--- src/rtl/cpu_pkg.sv ---
// Shared CPU definitions: datapath width, NOP encoding, reset vector and
// the IF/ID pipeline register layout.
package cpu_pkg;

  localparam int XLEN = 32;
  localparam logic [XLEN-1:0] NOP_INSTR        = 32'h0000_0013;
  localparam logic [XLEN-1:0] DEFAULT_RESET_PC = 32'h0000_0000;

  typedef struct packed {
    logic            valid;
    logic [XLEN-1:0] instr;
    logic [XLEN-1:0] pc;
    logic [XLEN-1:0] pc_plus4;
    logic            fault;
  } ifid_t;

endpackage

--- src/rtl/fetch_pc_gen.sv ---
// Program counter register and next-PC selection for the fetch stage.
// Selection order: redirect, then sequential +4 on advance, else hold.
module fetch_pc_gen
  import cpu_pkg::*;
#(
  parameter logic [XLEN-1:0] RESET_PC = DEFAULT_RESET_PC
) (
  input  logic            clk,
  input  logic            rst_n,
  input  logic            redirect_valid,
  input  logic [XLEN-1:0] redirect_pc,
  input  logic            advance,
  output logic [XLEN-1:0] pc,
  output logic [XLEN-1:0] pc_plus4
);

  logic [XLEN-1:0] pc_reg;
  logic [XLEN-1:0] pc_next;

  // 32-bit add wraps naturally at the top of the address space.
  assign pc_plus4 = pc_reg + 32'd4;
  assign pc       = pc_reg;

  always_comb begin
    pc_next = pc_reg;
    if (redirect_valid) begin
      pc_next = redirect_pc;
    end else if (advance) begin
      pc_next = pc_plus4;
    end
  end

  always_ff @(posedge clk) begin
    if (!rst_n) begin
      pc_reg <= RESET_PC;
    end else begin
      pc_reg <= pc_next;
    end
  end

endmodule

--- src/rtl/fetch_stage.sv ---
// Instruction fetch: drives the PC to the instruction memory and captures the
// result into the IF/ID register. Optional range/alignment check: FETCH_FAULT_EN.
module fetch_stage
  import cpu_pkg::*;
#(
  parameter logic [XLEN-1:0] RESET_PC   = DEFAULT_RESET_PC,
  parameter int              IMEM_DEPTH = 1024
) (
  input  logic            clk,
  input  logic            rst_n,
  output logic [XLEN-1:0] imem_addr,
  input  logic [XLEN-1:0] imem_instr,
  input  logic            redirect_valid,
  input  logic [XLEN-1:0] redirect_pc,
  output logic            out_valid,
  input  logic            out_ready,
  output logic [XLEN-1:0] out_instr,
  output logic [XLEN-1:0] out_pc,
  output logic [XLEN-1:0] out_pc_plus4,
  output logic            out_fault
);

  ifid_t           ifid_reg;
  ifid_t           ifid_next;
  logic            advance;
  logic            fetch_fault;
  logic [XLEN-1:0] pc;
  logic [XLEN-1:0] pc_plus4;

  assign advance = !ifid_reg.valid || out_ready;

  fetch_pc_gen #(
    .RESET_PC (RESET_PC)
  ) u_pc_gen (
    .clk            (clk),
    .rst_n          (rst_n),
    .redirect_valid (redirect_valid),
    .redirect_pc    (redirect_pc),
    .advance        (advance),
    .pc             (pc),
    .pc_plus4       (pc_plus4)
  );

  assign imem_addr = pc;

`ifdef FETCH_FAULT_EN
  assign fetch_fault = (pc[1:0] != 2'b00) ||
                       ({2'b00, pc[XLEN-1:2]} >= 32'(IMEM_DEPTH));
`else
  localparam int unused_imem_depth = IMEM_DEPTH;
  assign fetch_fault = 1'b0;
`endif

  // A faulting slot carries a NOP so an undefined memory word never propagates.
  always_comb begin
    ifid_next = ifid_reg;
    if (redirect_valid) begin
      ifid_next.valid = 1'b0;
    end else if (advance) begin
      ifid_next.valid    = 1'b1;
      ifid_next.instr    = fetch_fault ? NOP_INSTR : imem_instr;
      ifid_next.pc       = pc;
      ifid_next.pc_plus4 = pc_plus4;
      ifid_next.fault    = fetch_fault;
    end
  end

  always_ff @(posedge clk) begin
    if (!rst_n) begin
      ifid_reg <= '0;
    end else begin
      ifid_reg <= ifid_next;
    end
  end

  assign out_valid    = ifid_reg.valid;
  assign out_instr    = ifid_reg.instr;
  assign out_pc       = ifid_reg.pc;
  assign out_pc_plus4 = ifid_reg.pc_plus4;
  assign out_fault    = ifid_reg.fault;

endmodule

--- config.mk ---
export PLATFORM = sky130hd
export DESIGN_NAME = fetch_stage
export DESIGN_NICKNAME = d
export VERILOG_FILES = /design/src/rtl/cpu_pkg.sv /design/src/rtl/fetch_pc_gen.sv /design/src/rtl/fetch_stage.sv
export SDC_FILE = /design/constraint.sdc
export NUM_CORES = 1
export LEC_CHECK = 0
export BUFFER_PORTS_ARGS = -buffer_cell sky130_fd_sc_hd__buf_2
export CAP_MARGIN = 20
export CORE_UTILIZATION = 54
export CTS_BUF_LIST = sky130_fd_sc_hd__clkbuf_4 sky130_fd_sc_hd__clkbuf_8 sky130_fd_sc_hd__clkbuf_16
export DETAILED_ROUTE_END_ITERATION = 10
export PLACE_DENSITY = 0.86
export RECOVER_POWER = 100
export SYNTH_ARGS = -nofsm -noshare
export SYNTH_HDL_FRONTEND = slang
export SYNTH_SLANG_ARGS = --single-unit
export TNS_END_PERCENT = 1
--- constraint.sdc ---
create_clock -name clk -period 4.5 [get_ports clk]
set_input_delay 0.675 -clock clk [delete_from_list [all_inputs] [get_ports clk]]
set_output_delay 0.675 -clock clk [all_outputs]
set_load 0.1 [all_outputs]
==> results of run 1 <==
==> final cells by class <==
cell class,instances,area [sq um]
flip-flops and latches,127,2540
multi-input cells,506,2750
well taps,133,166
clock buffers,19,442
inverters,5,18.8
repair buffers,205,893
fillers,841,2940
clock inverters,13,164
==> cells in the final DEF (no fill, tap or decap), drive strengths merged, types with 3 or more instances in the layout <==
cell,synthesis,routed
clkbuf,51,153
nand2,151,151
dfxtp,127,127
a21oi,83,83
buf,21,71
o21ai,45,45
nor2,30,30
nand4,24,24
nand3,16,16
a31oi,16,16
xnor2,14,14
nor3,12,12
or3,12,12
nor4,11,11
a211oi,11,11
or4,10,10
o31ai,9,9
a311oi,9,9
xor2,9,9
clkinv,1,9
and4,7,7
inv,4,4
and2,4,4
a311o,3,3
and3,3,3
bufinv,0,3
or2,3,3
==> worst register-to-register path, cell delays in order, from the launching register on <==
cell      delay [ns]
dfxtp_1         0.31
nor2b_2         0.17
nor2_4          0.65
clkbuf_2        1.15
nand2_1         0.22
o211a_1         0.27
==> cells by family (layout without fill, tap and decap cells) <==
family,after synthesis,count (layout),synth area share
and+or+nand+nor,290,290,0.247
xor gates and xnor gates,23,23,0.0359
AOI/OAI and AO/OA,189,189,0.198
other,1,1,0.000669
buffers and inverters,77,242,0.0587
adders and majority gates,1,1,0.00223
DFF,127,127,0.453
muxes,2,2,0.00357
==> metrics by stage <==
step / instances / hold WS [ns] / total power, mW / setup WS [ns]
global route: 1008 / 0.381 / 3.53 / 0.934
finish: 1008 / 0.380 / 3.43 / 1.23
floorplan: 710 / 0.445 / 1.94 / 1.76
detailed placement: 974 / 0.445 / 2.08 / 1.76
global placement: 974 / 0.437 / 2.07 / 1.79
CTS: 1006 / 0.367 / 3.45 / 1.79
==> per-layer routing <==
layer | wire, um | vias up | GRT usage
li1 | - | 2812 | -
met1 | 6660 | 2774 | 0.373
met2 | 8200 | 312 | 0.514
met3 | 1300 | 57 | 0.0620
met4 | 531 | 0 | 0.147
met5 | 0 | - | 0
==> power by group through the flow <==
stage	Combinational, mW	Clock [mW]	Sequential [mW]
2_1_floorplan	0.199	0	1.74
3_3_place_gp	0.779	0	1.29
3_5_place_dp	0.791	0	1.29
4_1_cts	0.794	1.39	1.27
5_1_grt	0.808	1.44	1.28
6_report	0.777	1.38	1.27
==> final timing paths <==
path | endpoint | start
max reg2reg | out_pc_plus4[27]$_SDFFE_PN0P_ | out_valid$_SDFFE_PP0P_
min | out_instr[1]$_SDFFE_PN0P_ | imem_instr[1]
min reg2reg | out_instr[2]$_SDFFE_PN0P_ | out_instr[2]$_SDFFE_PN0P_
max | out_pc_plus4[3]$_SDFFE_PN0P_ | redirect_valid
==> reports/qor.yml, run 1 <==
run_status:
  status: "complete, but fails checks"
  violations: "capacitance limit, slew limit"
grt:
  track_usage: 0.305
  grt_pass1_vias: 5433
  gr-total-overflow: 0
  grt_pass1_wl_mm: 26.6
  antenna_found_initial: 0
  grt_max_degree: 76
synth:
  avgSynthCellArea_sq_um: 7.90
  synth_area_sq_um: 5610
  synth-main-ff-cell: "dfxtp_1"
  yosys-top-cells-area: "dfxtp_1 45%, nand2_1 10%, a21oi_1 7.4%"
  synth_cell_types: 52
  async_flop_share: 0
  ys_seq_area_frac: 0.453
  synth_cells: 710
  ys_seq_elements: 127
  ys_top_cells_by_count: "151 x nand2_1, 127 x dfxtp_1, 83 x a21oi_1"
  synth_edf_count: 0
  syn_nets: 779
  yosys_warnings: 0
  yosysTopAreaCellShare: 0.453
  synth_most_common_cell: "nand2_1"
  yosysTopAreaCell: "dfxtp_1"
worst_hold_path:
  whs_path_depth: 3
  hold_path.class: "in -> reg"
timing:
  hold_viol: 0
  final.period_utilization: 0.726
  layout_min_cycle_time_ns: 3.27
  worst_clock_skew_ns: 0.0103
  worst_pin_slew_ns: 2.13
  fmax_ghz: 0.306
  rsz0062_at_grt: "false"
  setup_violations: 0
  slew_headroom: -0.423
  report.final.slew_viol_count: 103
  finalSetupTns_ns: 0
floorplanning:
  die_area_sq_um: 10800
  core_sq_um: 9910
  row_count: 36
  initial_utilization: 0.566
  chipWidth_um: 104
  io_pins: 198
  die_h_um: 104
pwr:
  ir_worst_vdd_uv: 268
  pwr-share-comb: 0.226
  switchingPower_mw: 1.25
  power.leakage_nw: 2.48
  p_int_mw: 2.18
  switching_share: 0.364
  seq_power_share: 0.371
  powerDensity_nw_per_um2: 492
  clock_power_share: 0.402
detailed_routing:
  antenna_left: 0
  dr.pass1.iters: 5
  avgViaCountPerCell: 5.91
  wl_per_cell_um: 16.6
  vias: 5955
  drc: 0
  drt_iter0_markers: 447
  drt_wl_total_mm: 16.7
run:
  maxCapViolCount: 2
place:
  place_hpwl_mm: 10.9
  gp_congestion: 0.834
  portBuffers: 196
  place_area_sq_um: 6520
cts:
  cts_num_sinks: 127
  ctsHoldBuffers: 0
  max-clock-path-buffers: 2
  clockRootBuffer: "clkbuf_8"
  cts.clk_slew.worst_paths_ns: 0.06
  cts_made_buffers: 17
  cts_tree: "built"
  htree_num_levels: 4
  cts_resized: 0
  clkLatencyLatePin_ns: 0.53
  postCtsSetupBuffers: 0
critical_path:
  endpoint_kind: "register"
  cpLargestDelayFamily: "buffers and inverters"
  max_stage_delay_ns: 1.29
  start_kind: "input pin"
  crit_chain: "clkbuf_1 > clkinv_1 > nand2_1 > buf_4 > nand2_1 > a21oi_1"
  path_buf_inv: 3
  slowest_stage: "nand2_1"
  worstSetupPathDepth: 6
  crit_required_ns: 4.96
  crit_fanout: 49
  reg2regPathDepth: 5
  path_class: "in -> reg"
  worstPathArrival_ns: 3.72
  worst_path_most_repeated_cell: "nand2_1"
  reg2reg_slack_ns: 1.62
finish:
  fin_util: 0.704
  area_growth_pct: 24.3
  drive_gt1_frac: 0.133
  nets: 931
  diodes: 0
  final_area_sq_um: 6970
No activity file was read; power rests on OpenSTA's default activity.
==> inputs of run 2 (changes only) <==
--- a/config.mk
+++ b/config.mk
@@ -7,10 +7,10 @@
 export LEC_CHECK = 0
 export BUFFER_PORTS_ARGS = -buffer_cell sky130_fd_sc_hd__buf_2
 export CAP_MARGIN = 20
-export CORE_UTILIZATION = 54
+export CORE_UTILIZATION = 50
 export CTS_BUF_LIST = sky130_fd_sc_hd__clkbuf_4 sky130_fd_sc_hd__clkbuf_8 sky130_fd_sc_hd__clkbuf_16
 export DETAILED_ROUTE_END_ITERATION = 10
-export PLACE_DENSITY = 0.86
+export PLACE_DENSITY = 0.8
 export RECOVER_POWER = 100
 export SYNTH_ARGS = -nofsm -noshare
 export SYNTH_HDL_FRONTEND = slang
==> constraint.sdc (replaced) <==
create_clock -name clk -period 3.4 [get_ports clk]
set_input_delay 0.51 -clock clk [delete_from_list [all_inputs] [get_ports clk]]
set_output_delay 0.51 -clock clk [all_outputs]
set_load 0.1 [all_outputs]
==> run 2 against run 1 <==
The run still ends with capacitance limit, slew limit left. Register-to-register slack worse by 1.0 ns. Setup slack worse by 0.62 ns. Critical path depth down 1. Clock power up 30%. Hold slack worse by 0.16 ns. Core utilization down 6.3 points. Sequential share of layout area unchanged. Global-route usage down 3.2 points. Largest cell class unchanged. Die area up 7.8%. Critical path type is now reg -> reg. Final area unchanged. Cell count up 0.79%.
==> reports/qor.yml, run 2 (synthesized netlist as in run 1, its figures left out) <==
floorplanning:
  io_pins: 198
  row_count: 38
  die_h_um: 108
  die_area_sq_um: 11600
  core_sq_um: 10900
  chipWidth_um: 108
  initial_utilization: 0.515
timing:
  finalSetupTns_ns: 0
  rsz0062_at_grt: "false"
  report.final.slew_viol_count: 73
  slew_headroom: -0.0671
  fmax_ghz: 0.358
  hold_viol: 0
  final.period_utilization: 0.820
  setup_violations: 0
  worst_clock_skew_ns: 0.00866
  worst_pin_slew_ns: 1.60
  layout_min_cycle_time_ns: 2.79
run:
  maxCapViolCount: 3
finish:
  area_growth_pct: 24.3
  diodes: 0
  nFillCells: 1033
  final_common_cell: "nand2_1"
  drive_gt1_frac: 0.131
  final_cell_mix: "151 x nand2_1, 131 x clkbuf_1, 127 x dfxtp_1"
  nets: 932
  layout.cells.non_filler: 1016
cts:
  cts.clk_slew.worst_paths_ns: 0.06
  max-clock-path-buffers: 2
  clockRootBuffer: "clkbuf_8"
  postCtsSetupBuffers: 0
  ctsHoldBuffers: 0
  cts_resized: 0
  clkLatencyLatePin_ns: 0.53
  cts_tree: "built"
  cts_made_buffers: 17
  htree_num_levels: 4
  cts_num_sinks: 127
critical_path:
  r2r_start: "out_valid$_SDFFE_PP0P_"
  start_kind: "register"
  cp-startpoint: "out_valid$_SDFFE_PP0P_"
  endpoint_kind: "register"
  worstPathArrival_ns: 3.12
  path_class: "reg -> reg"
  crit_required_ns: 3.73
  crit_fanout: 53
detailed_routing:
  vias: 5773
  antenna_left: 0
  dr.pass1.iters: 5
  drt_wl_total_mm: 15.9
  avgViaCountPerCell: 5.68
  drt_iter0_markers: 380
  drc: 0
  wl_per_cell_um: 15.6
pwr:
  p_int_mw: 2.86
  powerDensity_nw_per_um2: 647
  clock_power_share: 0.400
  switching_share: 0.367
  power.leakage_nw: 2.48
  seq_power_share: 0.373
  switchingPower_mw: 1.65
  pwr-share-comb: 0.227
  ir_worst_vdd_uv: 456
place:
  gp_congestion: 0.883
  place_hpwl_mm: 10.4
  place_inst: 984
  portBuffers: 196
grt:
  gr-total-overflow: 0
  track_usage: 0.273
  antenna_found_initial: 0
  grt_max_degree: 63
  grt_pass1_vias: 4990
  grt_pass1_wl_mm: 24.8
worst_hold_path:
  hold_path.class: "in -> reg"
  hp-start: "imem_instr[25]"
run_status:
  violations: "capacitance limit, slew limit"
  status: "complete, but fails checks"
[run 2: critical path, stage by stage (launching register included)]
cell,delay (ns)
dfxtp_1,0.37
nor2b_1,1.24
nor2_4,-0.02
clkbuf_2,0.63
nand2_1,0.27
a21oi_1,0.09
[run 2: per-stage QoR]
stage / area, sq um / total power, mW / utilization / hold WS, ns / setup WS (ns)
2_1_floorplan: 5610 / 2.57 / - / 0.445 / 0.655
3_3_place_gp: 6570 / 2.75 / 0.603 / 0.439 / 0.958
3_5_place_dp: 6570 / 2.76 / 0.603 / 0.443 / 0.862
4_1_cts: 7160 / 4.56 / 0.657 / 0.201 / 0.837
5_1_grt: 6970 / 4.66 / 0.641 / 0.208 / 0.325
6_report: 6970 / 4.51 / 0.641 / 0.222 / 0.610
[run 2: routing by layer]
metal	routed length [um]	share of wire	global-route usage
met5	0	0	0
met4	354	0.022	0.0978
met3	1400	0.088	0.0811
met2	7410	0.47	0.434
met1	6710	0.42	0.351
[run 2: worst paths after layout]
path,end,slack [ns],cells after the start
max,out_pc[10]$_SDFFE_PN0P_,0.61,5
min,out_instr[25]$_SDFFE_PN0P_,0.22,3
max reg2reg,out_pc[10]$_SDFFE_PN0P_,0.61,5
min reg2reg,out_instr[31]$_SDFFE_PN0P_,0.45,2
[run 2: layout make-up]
class                           instances  area (sq um)  area share
Clock inverter                         14           168      0.0240
Inverter                                5          18.8     0.00269
Timing Repair Buffer                  206           905       0.130
Clock buffer                           18           422      0.0605
Sequential cell                       127          2540       0.365
Multi-Input combinational cell        506          2740       0.393
Tap cell                              140           175      0.0251
[run 2: power by group through the flow]
stage | Combinational [mW] | Sequential [mW] | Clock [mW]
final | 1.02 | 1.68 | 1.80
after floorplan | 0.263 | 2.31 | 0
after CTS | 1.05 | 1.68 | 1.83
after global routing | 1.07 | 1.70 | 1.90
after global placement | 1.05 | 1.70 | 0
after detailed placement | 1.05 | 1.71 | 0
==> inputs of run 3 (changes only) <==
--- a/config.mk
+++ b/config.mk
@@ -5,9 +5,10 @@
 export SDC_FILE = /design/constraint.sdc
 export NUM_CORES = 1
 export LEC_CHECK = 0
+export ABC_AREA = 1
 export BUFFER_PORTS_ARGS = -buffer_cell sky130_fd_sc_hd__buf_2
 export CAP_MARGIN = 20
-export CORE_UTILIZATION = 50
+export CORE_UTILIZATION = 49
 export CTS_BUF_LIST = sky130_fd_sc_hd__clkbuf_4 sky130_fd_sc_hd__clkbuf_8 sky130_fd_sc_hd__clkbuf_16
 export DETAILED_ROUTE_END_ITERATION = 10
 export PLACE_DENSITY = 0.8
==> constraint.sdc (replaced) <==
create_clock -name clk -period 2.7 [get_ports clk]
set_input_delay 0.405 -clock clk [delete_from_list [all_inputs] [get_ports clk]]
set_output_delay 0.405 -clock clk [all_outputs]
set_load 0.1 [all_outputs]
==> run 3 against run 2 <==
The flow still finishes with violations (capacitance limit, slew limit). Cell count rose by 0.39%. Non-clock buffer count is 4 lower. Synthesized cell count shrank 2.1%. Sequential share of layout area grew 1.5 points. Final area shrank 3.9%. Sequential power grew 24%. Area after synthesis down 7.1%. Register-to-register slack improved by 0.03 ns. Clock-buffer cell count increased by 2. Critical endpoint is now imem_addr[17]. Highest routed layer unchanged.
==> reports/qor.yml, run 3 <==
critical_path:
  worstPathArrival_ns: 1.88
  path_class: "reg -> out"
  crit_chain: "clkbuf_1"
  worstSetupPathDepth: 1
  start_kind: "register"
  endpoint_kind: "output port"
  path_buf_inv: 1
  reg2reg_to: "out_pc_plus4[23]$_SDFFE_PN0P_"
  reg2reg_slack_ns: 0.64
  reg2regPathDepth: 6
  cpLargestDelayFamily: "buffers and inverters"
  max_stage_delay_ns: 0.89
  crit_required_ns: 2.30
  r2r_start: "out_valid$_SDFFE_PP0P_"
  crit_fanout: 6
  slowest_stage: "clkbuf_1"
grt:
  grt_max_degree: 92
  grt_pass1_vias: 4879
  track_usage: 0.273
  antenna_found_initial: 0
  gr-total-overflow: 0
  grt_pass1_wl_mm: 24.0
synth:
  synth_edf_count: 0
  synth_cell_types: 26
  ys_seq_area_frac: 0.488
  yosys_warnings: 0
  syn_nets: 764
  synth-main-ff-cell: "dfxtp_1"
  ys_top_cells_by_count: "127 x dfxtp_1, 121 x nand2_1, 110 x nor2_1"
  yosysTopAreaCell: "dfxtp_1"
  yosys-top-cells-area: "dfxtp_1 49%, nand2_1 8.7%, nor2_1 7.9%"
  async_flop_share: 0
  synth_area_sq_um: 5210
  ys_seq_elements: 127
  yosysTopAreaCellShare: 0.488
  synth_cells: 695
  avgSynthCellArea_sq_um: 7.50
  synth_most_common_cell: "dfxtp_1"
worst_hold_path:
  hp-start: "imem_instr[7]"
  hold_path.class: "in -> reg"
  min_to: "out_instr[7]$_SDFFE_PN0P_"
  whs_path_depth: 3
detailed_routing:
  avgViaCountPerCell: 5.27
  antenna_left: 0
  wl_per_cell_um: 14.6
  drc: 0
  drt_wl_total_mm: 14.9
  drt_iter0_markers: 306
  vias: 5371
  dr.pass1.iters: 6
cts:
  cts.clk_slew.worst_paths_ns: 0.06
  cts_tree: "built"
  clockRootBuffer: "clkbuf_8"
  cts_resized: 0
  cts_made_buffers: 17
  ctsHoldBuffers: 0
  max-clock-path-buffers: 2
  cts_num_sinks: 127
  clkLatencyLatePin_ns: 0.51
  htree_num_levels: 4
  postCtsSetupBuffers: 0
run_status:
  violations: "capacitance limit, slew limit"
  status: "complete, but fails checks"
finish:
  area_growth_pct: 28.6
  drive_gt1_frac: 0.152
  final_cell_mix: "127 x dfxtp_1, 125 x clkbuf_1, 121 x nand2_1"
  nets: 940
  nFillCells: 983
  final_common_cell: "dfxtp_1"
  diodes: 0
place:
  portBuffers: 196
  place_hpwl_mm: 9.68
  gp_congestion: 0.863
pwr:
  power.leakage_nw: 2.64
  powerDensity_nw_per_um2: 893
  ir_worst_vdd_uv: 472
  power_mw: 5.99
timing:
  hold_viol: 0
  fmax_ghz: 0.437
  layout_min_cycle_time_ns: 2.29
  setup_violations: 0
  report.final.slew_viol_count: 34
  finalSetupTns_ns: 0
  worst_clock_skew_ns: 0.00726
  worst_pin_slew_ns: 1.72
  slew_headroom: -0.144
  rsz0062_at_grt: "false"
  final.period_utilization: 0.848
floorplanning:
  io_pins: 198
  die_h_um: 105
  core_sq_um: 10300
  row_count: 37
  die_area_sq_um: 11100
  chipWidth_um: 105
  initial_utilization: 0.505
run:
  maxCapViolCount: 1
## run 3: cell type report
class,count,area (sq um),share of cell area
clock buffers,20,449,0.0670
clock inverters,12,230,0.0343
flip-flops and latches,127,2540,0.379
multi-input cells,483,2280,0.340
repair buffers,202,880,0.131
inverters,40,151,0.0226
well taps,136,170,0.0254
## run 3: metal layers
metal  vias up  track usage  wire (um)  share of wire
met5         -            0          0              0
met4         0       0.0744        178          0.012
met1      2470        0.348       6540           0.44
li1       2645            -          -              -
met2       239        0.454       7120           0.48
met3        17       0.0767       1100          0.073
## run 3: kinds of logic after synthesis
logic type / synth area share
buf+inv: 0.0708
simple gates: 0.239
other cells: 0.000719
flops: 0.488
compound gates: 0.194
xor+xnor: 0.00504
fa+ha+maj: 0.00240
## run 3: through the flow
stage	util	hold slack, ns	cells	instance area, sq um	setup WS, ns
2_1_floorplan	-	0.468	695	5210	0.453
4_1_cts	0.667	0.127	1020	6890	0.771
5_1_grt	0.649	0.126	1020	6700	0.360
6_report	0.649	0.141	1020	6700	0.410
3_3_place_gp	0.601	0.451	988	6210	0.889
3_5_place_dp	0.601	0.455	988	6210	0.834
## run 3: how the worst max path moves through the flow
stage	slack [ns]	startpoint	end
finish	0.41	u_pc_gen.pc[17]$_SDFFE_PN0N_	imem_addr[17]
global route	0.36	u_pc_gen.pc[17]$_SDFFE_PN0N_	imem_addr[17]
CTS	0.77	u_pc_gen.pc[5]$_SDFFE_PN0N_	imem_addr[5]
detailed placement	0.83	out_ready	u_pc_gen.pc[2]$_SDFFE_PN0N_
global placement	0.89	out_ready	u_pc_gen.pc[2]$_SDFFE_PN0N_
floorplan	0.45	u_pc_gen.pc[3]$_SDFFE_PN0N_	out_pc_plus4[26]$_SDFFE_PN0P_
## run 3: power breakdown
part | switching [mW] | internal (mW)
clock | 0.882 | 1.76
sequential | 0.0897 | 1.99
combinational | 1.10 | 0.170
